$ cat src/rtl/mem_bus_arbiter.sv
// mem_bus_arbiter: shares one SRAM port between instruction fetch (IF) and the
// MEM stage. MEM has fixed priority. Each access takes WAIT_CYCLES+1 bus cycles
// plus one response cycle. Read data is registered, and ready is a one-cycle pulse.
// Optional feature: define MEM_ARB_PERF_EN to add stall and IF-starvation counters.
module mem_bus_arbiter #(
  parameter int unsigned WAIT_CYCLES = 1
) (
  input  logic        clock,
  input  logic        reset,
  input  logic        io_if_req,
  input  logic [31:0] io_if_addr,
  output logic        io_if_ready,
  output logic [31:0] io_if_rdata,
  input  logic        io_mem_req,
  input  logic        io_mem_we,
  input  logic [3:0]  io_mem_be,
  input  logic [31:0] io_mem_addr,
  input  logic [31:0] io_mem_wdata,
  output logic        io_mem_ready,
  output logic [31:0] io_mem_rdata,
  output logic        io_bus_ce,
  output logic        io_bus_we,
  output logic [3:0]  io_bus_be,
  output logic [19:0] io_bus_addr,
  output logic [31:0] io_bus_wdata,
  input  logic [31:0] io_bus_rdata,
  output logic        io_stall
`ifdef MEM_ARB_PERF_EN
  ,
  output logic [31:0] io_perf_stall_cnt,
  output logic [31:0] io_perf_if_wait
`endif
);

  localparam logic [3:0] WaitLast = 4'(WAIT_CYCLES);

  typedef enum logic [1:0] {StIdle, StAccess, StResp} state_e;

  // Owner encoding: 0 = IF, 1 = MEM.
  state_e      state_q, state_d;
  logic [3:0]  cnt_q, cnt_d;
  logic        owner_q, owner_d;
  logic        we_q, we_d;
  logic [3:0]  be_q, be_d;
  logic [19:0] addr_q, addr_d;
  logic [31:0] wdata_q, wdata_d;
  logic [31:0] if_rdata_q, if_rdata_d;
  logic [31:0] mem_rdata_q, mem_rdata_d;

  // Only the SRAM word-address bits are used. The byte offset and upper bits are ignored.
  logic unused_addr_bits;
  assign unused_addr_bits = ^{io_if_addr[31:22], io_if_addr[1:0],
                              io_mem_addr[31:22], io_mem_addr[1:0]};

  // State and latch registers, cleared by synchronous reset.
  always_ff @(posedge clock) begin
    if (reset) begin
      state_q     <= StIdle;
      cnt_q       <= 4'd0;
      owner_q     <= 1'b0;
      we_q        <= 1'b0;
      be_q        <= 4'd0;
      addr_q      <= 20'd0;
      wdata_q     <= 32'd0;
      if_rdata_q  <= 32'd0;
      mem_rdata_q <= 32'd0;
    end else begin
      state_q     <= state_d;
      cnt_q       <= cnt_d;
      owner_q     <= owner_d;
      we_q        <= we_d;
      be_q        <= be_d;
      addr_q      <= addr_d;
      wdata_q     <= wdata_d;
      if_rdata_q  <= if_rdata_d;
      mem_rdata_q <= mem_rdata_d;
    end
  end

  // Next-state logic: grant in IDLE, count wait states in ACCESS, and capture read data.
  always_comb begin
    state_d     = state_q;
    cnt_d       = cnt_q;
    owner_d     = owner_q;
    we_d        = we_q;
    be_d        = be_q;
    addr_d      = addr_q;
    wdata_d     = wdata_q;
    if_rdata_d  = if_rdata_q;
    mem_rdata_d = mem_rdata_q;
    unique case (state_q)
      StIdle: begin
        cnt_d = 4'd0;
        if (io_mem_req) begin
          owner_d = 1'b1;
          we_d    = io_mem_we;
          be_d    = io_mem_be;
          addr_d  = io_mem_addr[21:2];
          wdata_d = io_mem_wdata;
          state_d = StAccess;
        end else if (io_if_req) begin
          owner_d = 1'b0;
          we_d    = 1'b0;
          be_d    = 4'hF;
          addr_d  = io_if_addr[21:2];
          wdata_d = 32'd0;
          state_d = StAccess;
        end
      end
      StAccess: begin
        if (cnt_q == WaitLast) begin
          if (!we_q) begin
            if (owner_q) mem_rdata_d = io_bus_rdata;
            else         if_rdata_d  = io_bus_rdata;
          end
          cnt_d   = 4'd0;
          state_d = StResp;
        end else begin
          cnt_d = cnt_q + 4'd1;
        end
      end
      StResp:  state_d = StIdle;
      default: state_d = StIdle;
    endcase
  end

  // Bus outputs are driven only during ACCESS. They are zero otherwise.
  always_comb begin
    io_bus_ce    = 1'b0;
    io_bus_we    = 1'b0;
    io_bus_be    = 4'd0;
    io_bus_addr  = 20'd0;
    io_bus_wdata = 32'd0;
    if (state_q == StAccess) begin
      io_bus_ce    = 1'b1;
      io_bus_we    = we_q;
      io_bus_be    = be_q;
      io_bus_addr  = addr_q;
      io_bus_wdata = wdata_q;
    end
  end

  assign io_if_ready  = (state_q == StResp) && !owner_q;
  assign io_mem_ready = (state_q == StResp) && owner_q;
  assign io_if_rdata  = if_rdata_q;
  assign io_mem_rdata = mem_rdata_q;
  assign io_stall     = (io_if_req & ~io_if_ready) | (io_mem_req & ~io_mem_ready);

`ifdef MEM_ARB_PERF_EN
  logic [31:0] perf_stall_q, perf_if_wait_q;

  // Performance counters: stalled cycles, and IDLE cycles in which IF lost to MEM.
  always_ff @(posedge clock) begin
    if (reset) begin
      perf_stall_q   <= 32'd0;
      perf_if_wait_q <= 32'd0;
    end else begin
      if (io_stall) perf_stall_q <= perf_stall_q + 32'd1;
      if ((state_q == StIdle) && io_if_req && io_mem_req) begin
        perf_if_wait_q <= perf_if_wait_q + 32'd1;
      end
    end
  end

  assign io_perf_stall_cnt = perf_stall_q;
  assign io_perf_if_wait   = perf_if_wait_q;
`endif

endmodule

$ cat config.mk
export PLATFORM = sky130hd
export DESIGN_NAME = mem_bus_arbiter
export DESIGN_NICKNAME = d
export VERILOG_FILES = /design/src/rtl/mem_bus_arbiter.sv
export SDC_FILE = /design/constraint.sdc
export NUM_CORES = 1
export LEC_CHECK = 0
export CAP_MARGIN = 25
export CORE_MARGIN = 2
export CORE_UTILIZATION = 45
export CTS_CLUSTER_DIAMETER = 40
export CTS_CLUSTER_SIZE = 25
export DETAILED_ROUTE_END_ITERATION = 7
export PLACE_DENSITY = 0.86
export SLEW_MARGIN = 10
export SYNTH_ARGS = -nofsm -noshare
export SYNTH_HDL_FRONTEND = slang
export SYNTH_SLANG_ARGS = --single-unit
$ cat constraint.sdc
create_clock -name clock -period 4.13 [get_ports clock]
set_clock_uncertainty 0.1 [all_clocks]
set_input_delay 1.0325 -clock clock [delete_from_list [all_inputs] [get_ports clock]]
set_output_delay 1.0325 -clock clock [all_outputs]
set_load 0.01 [all_outputs]
After elaboration in Yosys (flattened, before gate mapping)

Cells that the tools add are included.

Register bits after elaboration: 128
Output and inout port bits: 125

$add $sub $neg: 1
Multiplexer cells: 20
Bitwise logic cells: 7
Equal/unequal tests: 5
Reductions and logical operators: 10

Operators by type and width:

| cell                | number |
|---|---|
| $mux 32             | 3 |
| $mux 20             | 3 |
| $mux 4              | 4 |
| $pmux 4 s2          | 1 |
| $reduce_and 4->1    | 2 |
| $mux 2              | 3 |
| $mux 1              | 5 |
| $add 4x1->4 const B | 1 |
| $eq 4x1->1 const B  | 1 |
| $not 1->1           | 4 |
| $pmux 2 s2          | 1 |
| $reduce_and 2->1    | 2 |
| $reduce_bool 2->1   | 2 |
| $ne 3x3->1 const B  | 1 |
| $and 1x1->1         | 2 |
| $eq 2x1->1 const B  | 1 |
| $eq 2x2->1 const B  | 1 |
| $logic_and 1x1->1   | 2 |
| $logic_not 2->1     | 1 |
| $ne 2x2->1 const B  | 1 |
| $logic_not 1->1     | 1 |
| $or 1x1->1          | 1 |

Longest topological paths before layout

Gate-level depths: netlist of the first run.

Word-level depth: 5
Mapped depth: 7

Least setup slack after synthesis of the first run

No wires, ideal clock.

Path type: input to output
From: input port io_mem_req
To: output port io_stall
Slack: 1.041 ns
Buffers on the path: 2
Data arrival time: 1.956 ns
Cell stages on the path: 4
Path through: clkbuf_1 > buf_1 > inv_1 > o22ai_1

Word-level cells in the longest chain between the ends: 2

Ends and longest elaborated chain:

| item               | RTL line | RTL |
|---|---|---|
| start: declaration | 14       | `input logic io_mem_req,` |
| $and 1x1->1        | 147      | `assign io_stall = (io_if_req & ~io_if_ready) \| (io_mem_req & ~io_mem_ready);` |
| $or 1x1->1         | 147      |  |
| end: declaration   | 27       | `output logic io_stall` |

Every way passes these cells.

Worst setup path in the final report of the first run

From: register state_q[0]
To: output port io_bus_be[2]

Word-level cells in the longest chain between the ends: 2

Ends and longest elaborated chain:

| item                     | RTL line | RTL |
|---|---|---|
| start: declaration       | 40       | `state_e state_q, state_d;` |
| start signal: assignment | 58       | `state_q <= StIdle;` |
| start signal: assignment | 68       | `state_q <= state_d;` |
| $eq 2x1->1               | 134      | `if (state_q == StAccess) begin` |
| $mux 4                   | 134      |  |
| end: declaration         | 23       | `output logic [3:0] io_bus_be,` |

Every way passes these cells.

==> reports/qor.yml, run 1 <==
status: "finished, final reports clean"
wirelength_um: 16100
worstPathRequired_ns: 3.00
worstSetupStartpoint: "state_q[0]$_SDFFE_PP0P_"
worstRegToRegCells: 5
clk_path_buf_depth: 2
reg2reg_slack_ns: 1.91
utilization: 0.721
clock_sinks: 128
grt_setup_unrepaired: "false"
synth_edf_count: 0
syn_inst: 608
slew_headroom: 0.588
grt_remaining_overflow: 0
drtIter0Drc: 280
min_period_ns: 3.86
fin_crit_sh: 0.934
htree_levels: 4
cts_resized: 0
place_congestion: 0.767
ys_async_sr_fraction: 0
yosysWarnings: 0
ys_types: 31
tritoncts: "yes"
path_class: "reg -> out"
p_leak_nw: 3.40
grt_usage: 0.231
dieArea_sq_um: 13400
syn_avg_cell_area_sq_um: 9.28
tightest_slew_ns: 0.617
initial_core_util: 0.466
cts_setup_buffers: 0
ys_seq_elements: 128
fp.dieH_um: 116
drive_above_1_share: 0.0587
switching_power_mw: 0.762
ant_nets: 0
num-nets-final: 961
finalSetupViolations: 0
sw_frac_of_total: 0.224
grt_pass1_vias: 5012
ff_latch_area_sq_um: 2560
tns_ns: 0
firstDrtPassIters: 5
num_vias: 5075
p_int_mw: 2.64
dp_hpwl_um: 11000
power_density_nw_per_um2: 389
syn_nets: 747
post_drt_wl_per_cell_um: 16.0
power_frac_comb: 0.135
cts_buffers: 17
drv_cap: 0
io_buffer_count: 237
p_clk_frac: 0.474
clkLatencyLatePin_ns: 0.41
syn2layout_area_growth_pct: 54.8
dieWidth_um: 116
drcViolationCount: 0
ir_drop_v: 0.000219
worstHoldPathType: "reg -> reg"
antenna_found_initial: 0
fmax_mhz: 259
crit_end: "io_bus_be[2]"
ys_seq_area_frac: 0.454
synth-main-ff-cell: "dfxtp_1"
path_clk_slew_ns: 0.05
num_antenna_cells: 0
hold_violations: 0
maxSlewViolCount: 0
stdcell_area_sq_um: 8730
io_pins: 262
cp-start-kind: "flip-flop"
holdBufCountCts: 0
power_frac_seq: 0.390
crit_path_end_kind: "primary output"
critPathMaxFanout: 43
reg2reg_from: "state_q[0]$_SDFFE_PP0P_"
root_buffer: "clkbuf_16"
grt_max_degree: 142
coreArea_sq_um: 12100
worst_r2r_endpoint: "cnt_q[3]$_SDFFE_PP0P_"
dpl_cell_area_sq_um: 8040
multi_input_area_sq_um: 2810
netlist_area_sq_um: 5640
viasPerCell: 5.06
fillers: 867
grt_pass1_wl_um: 24200
rows: 40
cp_data_arrival_time_ns: 2.72
[state kept, by name, summed over array words and instances (netlist names)]
name,count
addr_q,20
be_q,4
cnt_q,4
io_if_rdata,32
io_mem_rdata,32
owner_q,1
state_q,2
wdata_q,32
we_q,1
[per-stage QoR]
step	cells	setup WS (ns)	hold WS, ns	power (mW)
4_1_cts	1001	0.280	0.373	3.43
6_report	1003	0.274	0.367	3.40
3_5_place_dp	969	0.651	0.362	1.80
5_1_grt	1003	0.122	0.387	3.52
2_1_floorplan	608	1.04	0.349	1.57
3_3_place_gp	968	0.640	0.356	1.79
[cells in the final DEF (no fill, tap or decap), drive strengths merged]
master           n
o21ai           36
a22oi            1
a21oi           60
clkinv           3
or3b             2
or4              1
mux2i           84
clkinvlp         1
inv              7
or2b             2
dfxtp          128
buf             11
nor4             1
bufinv           4
clkbuf          23
nor2             8
or2              2
nor3             5
o22ai            1
and2            57
o32ai            2
nand2           35
nand2b          97
clkdlybuf4s50  236
nor2b            1
nand3b           1
nand3            1
ha               2
a211oi          20
nor3b            3
[power groups by stage]
stage / Sequential, mW / Clock [mW] / Combinational (mW)
global route: 1.33 / 1.69 / 0.495
detailed placement: 1.35 / 0 / 0.451
global placement: 1.35 / 0 / 0.438
finish: 1.33 / 1.61 / 0.460
floorplan: 1.34 / 0 / 0.226
CTS: 1.33 / 1.65 / 0.455
[worst min-delay path by stage]
stage | to | cells past startpoint | from | slack, ns
4_1_cts | io_if_rdata[31]$_SDFFE_PP0P_ | 2 | io_if_rdata[31]$_SDFFE_PP0P_ | 0.37
3_5_place_dp | io_if_rdata[11]$_SDFFE_PP0P_ | 2 | io_if_rdata[11]$_SDFFE_PP0P_ | 0.36
6_report | io_if_rdata[23]$_SDFFE_PP0P_ | 2 | io_if_rdata[23]$_SDFFE_PP0P_ | 0.37
2_1_floorplan | wdata_q[0]$_SDFFE_PP0P_ | 2 | wdata_q[0]$_SDFFE_PP0P_ | 0.35
5_1_grt | wdata_q[14]$_SDFFE_PP0P_ | 2 | wdata_q[14]$_SDFFE_PP0P_ | 0.39
3_3_place_gp | wdata_q[31]$_SDFFE_PP0P_ | 2 | wdata_q[31]$_SDFFE_PP0P_ | 0.36
[cells by family after synthesis]
family                   count (synthesis)  share of synthesized area
adder cells (fa/ha/maj)                  2                    0.00443
AO/OA/AOI/OAI                          120                      0.117
flip-flops                             128                      0.454
multiplexers                            84                      0.149
AND/OR/NAND/NOR                        216                      0.225
buffers and inverters                   58                     0.0497
[final cells by class]
type                    instances  share of cell area
multi-input cells             422               0.321
flip-flops and latches        128               0.293
repair buffers                247               0.284
clock buffers                  23              0.0570
well taps                     168              0.0241
clock inverters                 9              0.0173
inverters                       6             0.00258
[critical path: stages (launching register included)]
cell and delay, ns:
dfxtp_1 0.48, nand2b_1 0.20, inv_1 0.39, buf_4 0.43, and2_1 0.24, clkdlybuf4s50_1 0.56
[per-layer routing]
layer / vias to the layer above / wire length [um] / track usage
met5: - / 0 / 0
met2: 229 / 7880 / 0.394
met4: 0 / 284 / 0.110
met3: 25 / 1340 / 0.0805
met1: 2352 / 6550 / 0.258
li1: 2469 / - / -
[cell usage after synthesis (all sizes together), types with 3 or more instances]
cell type	instances	area share
dfxtp	128	0.45
nand2b	97	0.11
mux2i	84	0.15
a21oi	60	0.053
and2	57	0.063
clkbuf	42	0.028
o21ai	36	0.032
nand2	35	0.023
a211oi	20	0.027
buf	10	0.018
nor2	8	0.0053
inv	6	0.0040
nor3	5	0.0044
nor3b	3	0.0040
(Power assumes the default switching activity.)
==> inputs of run 2 (changes only) <==
--- a/config.mk
+++ b/config.mk
@@ -11,6 +11,7 @@
 export CTS_CLUSTER_DIAMETER = 40
 export CTS_CLUSTER_SIZE = 25
 export DETAILED_ROUTE_END_ITERATION = 7
+export GPL_ROUTABILITY_DRIVEN = 0
 export PLACE_DENSITY = 0.86
 export SLEW_MARGIN = 10
 export SYNTH_ARGS = -nofsm -noshare
==> results of run 2 <==
The final DEF is identical to that of run 1; final timing and power are the same.
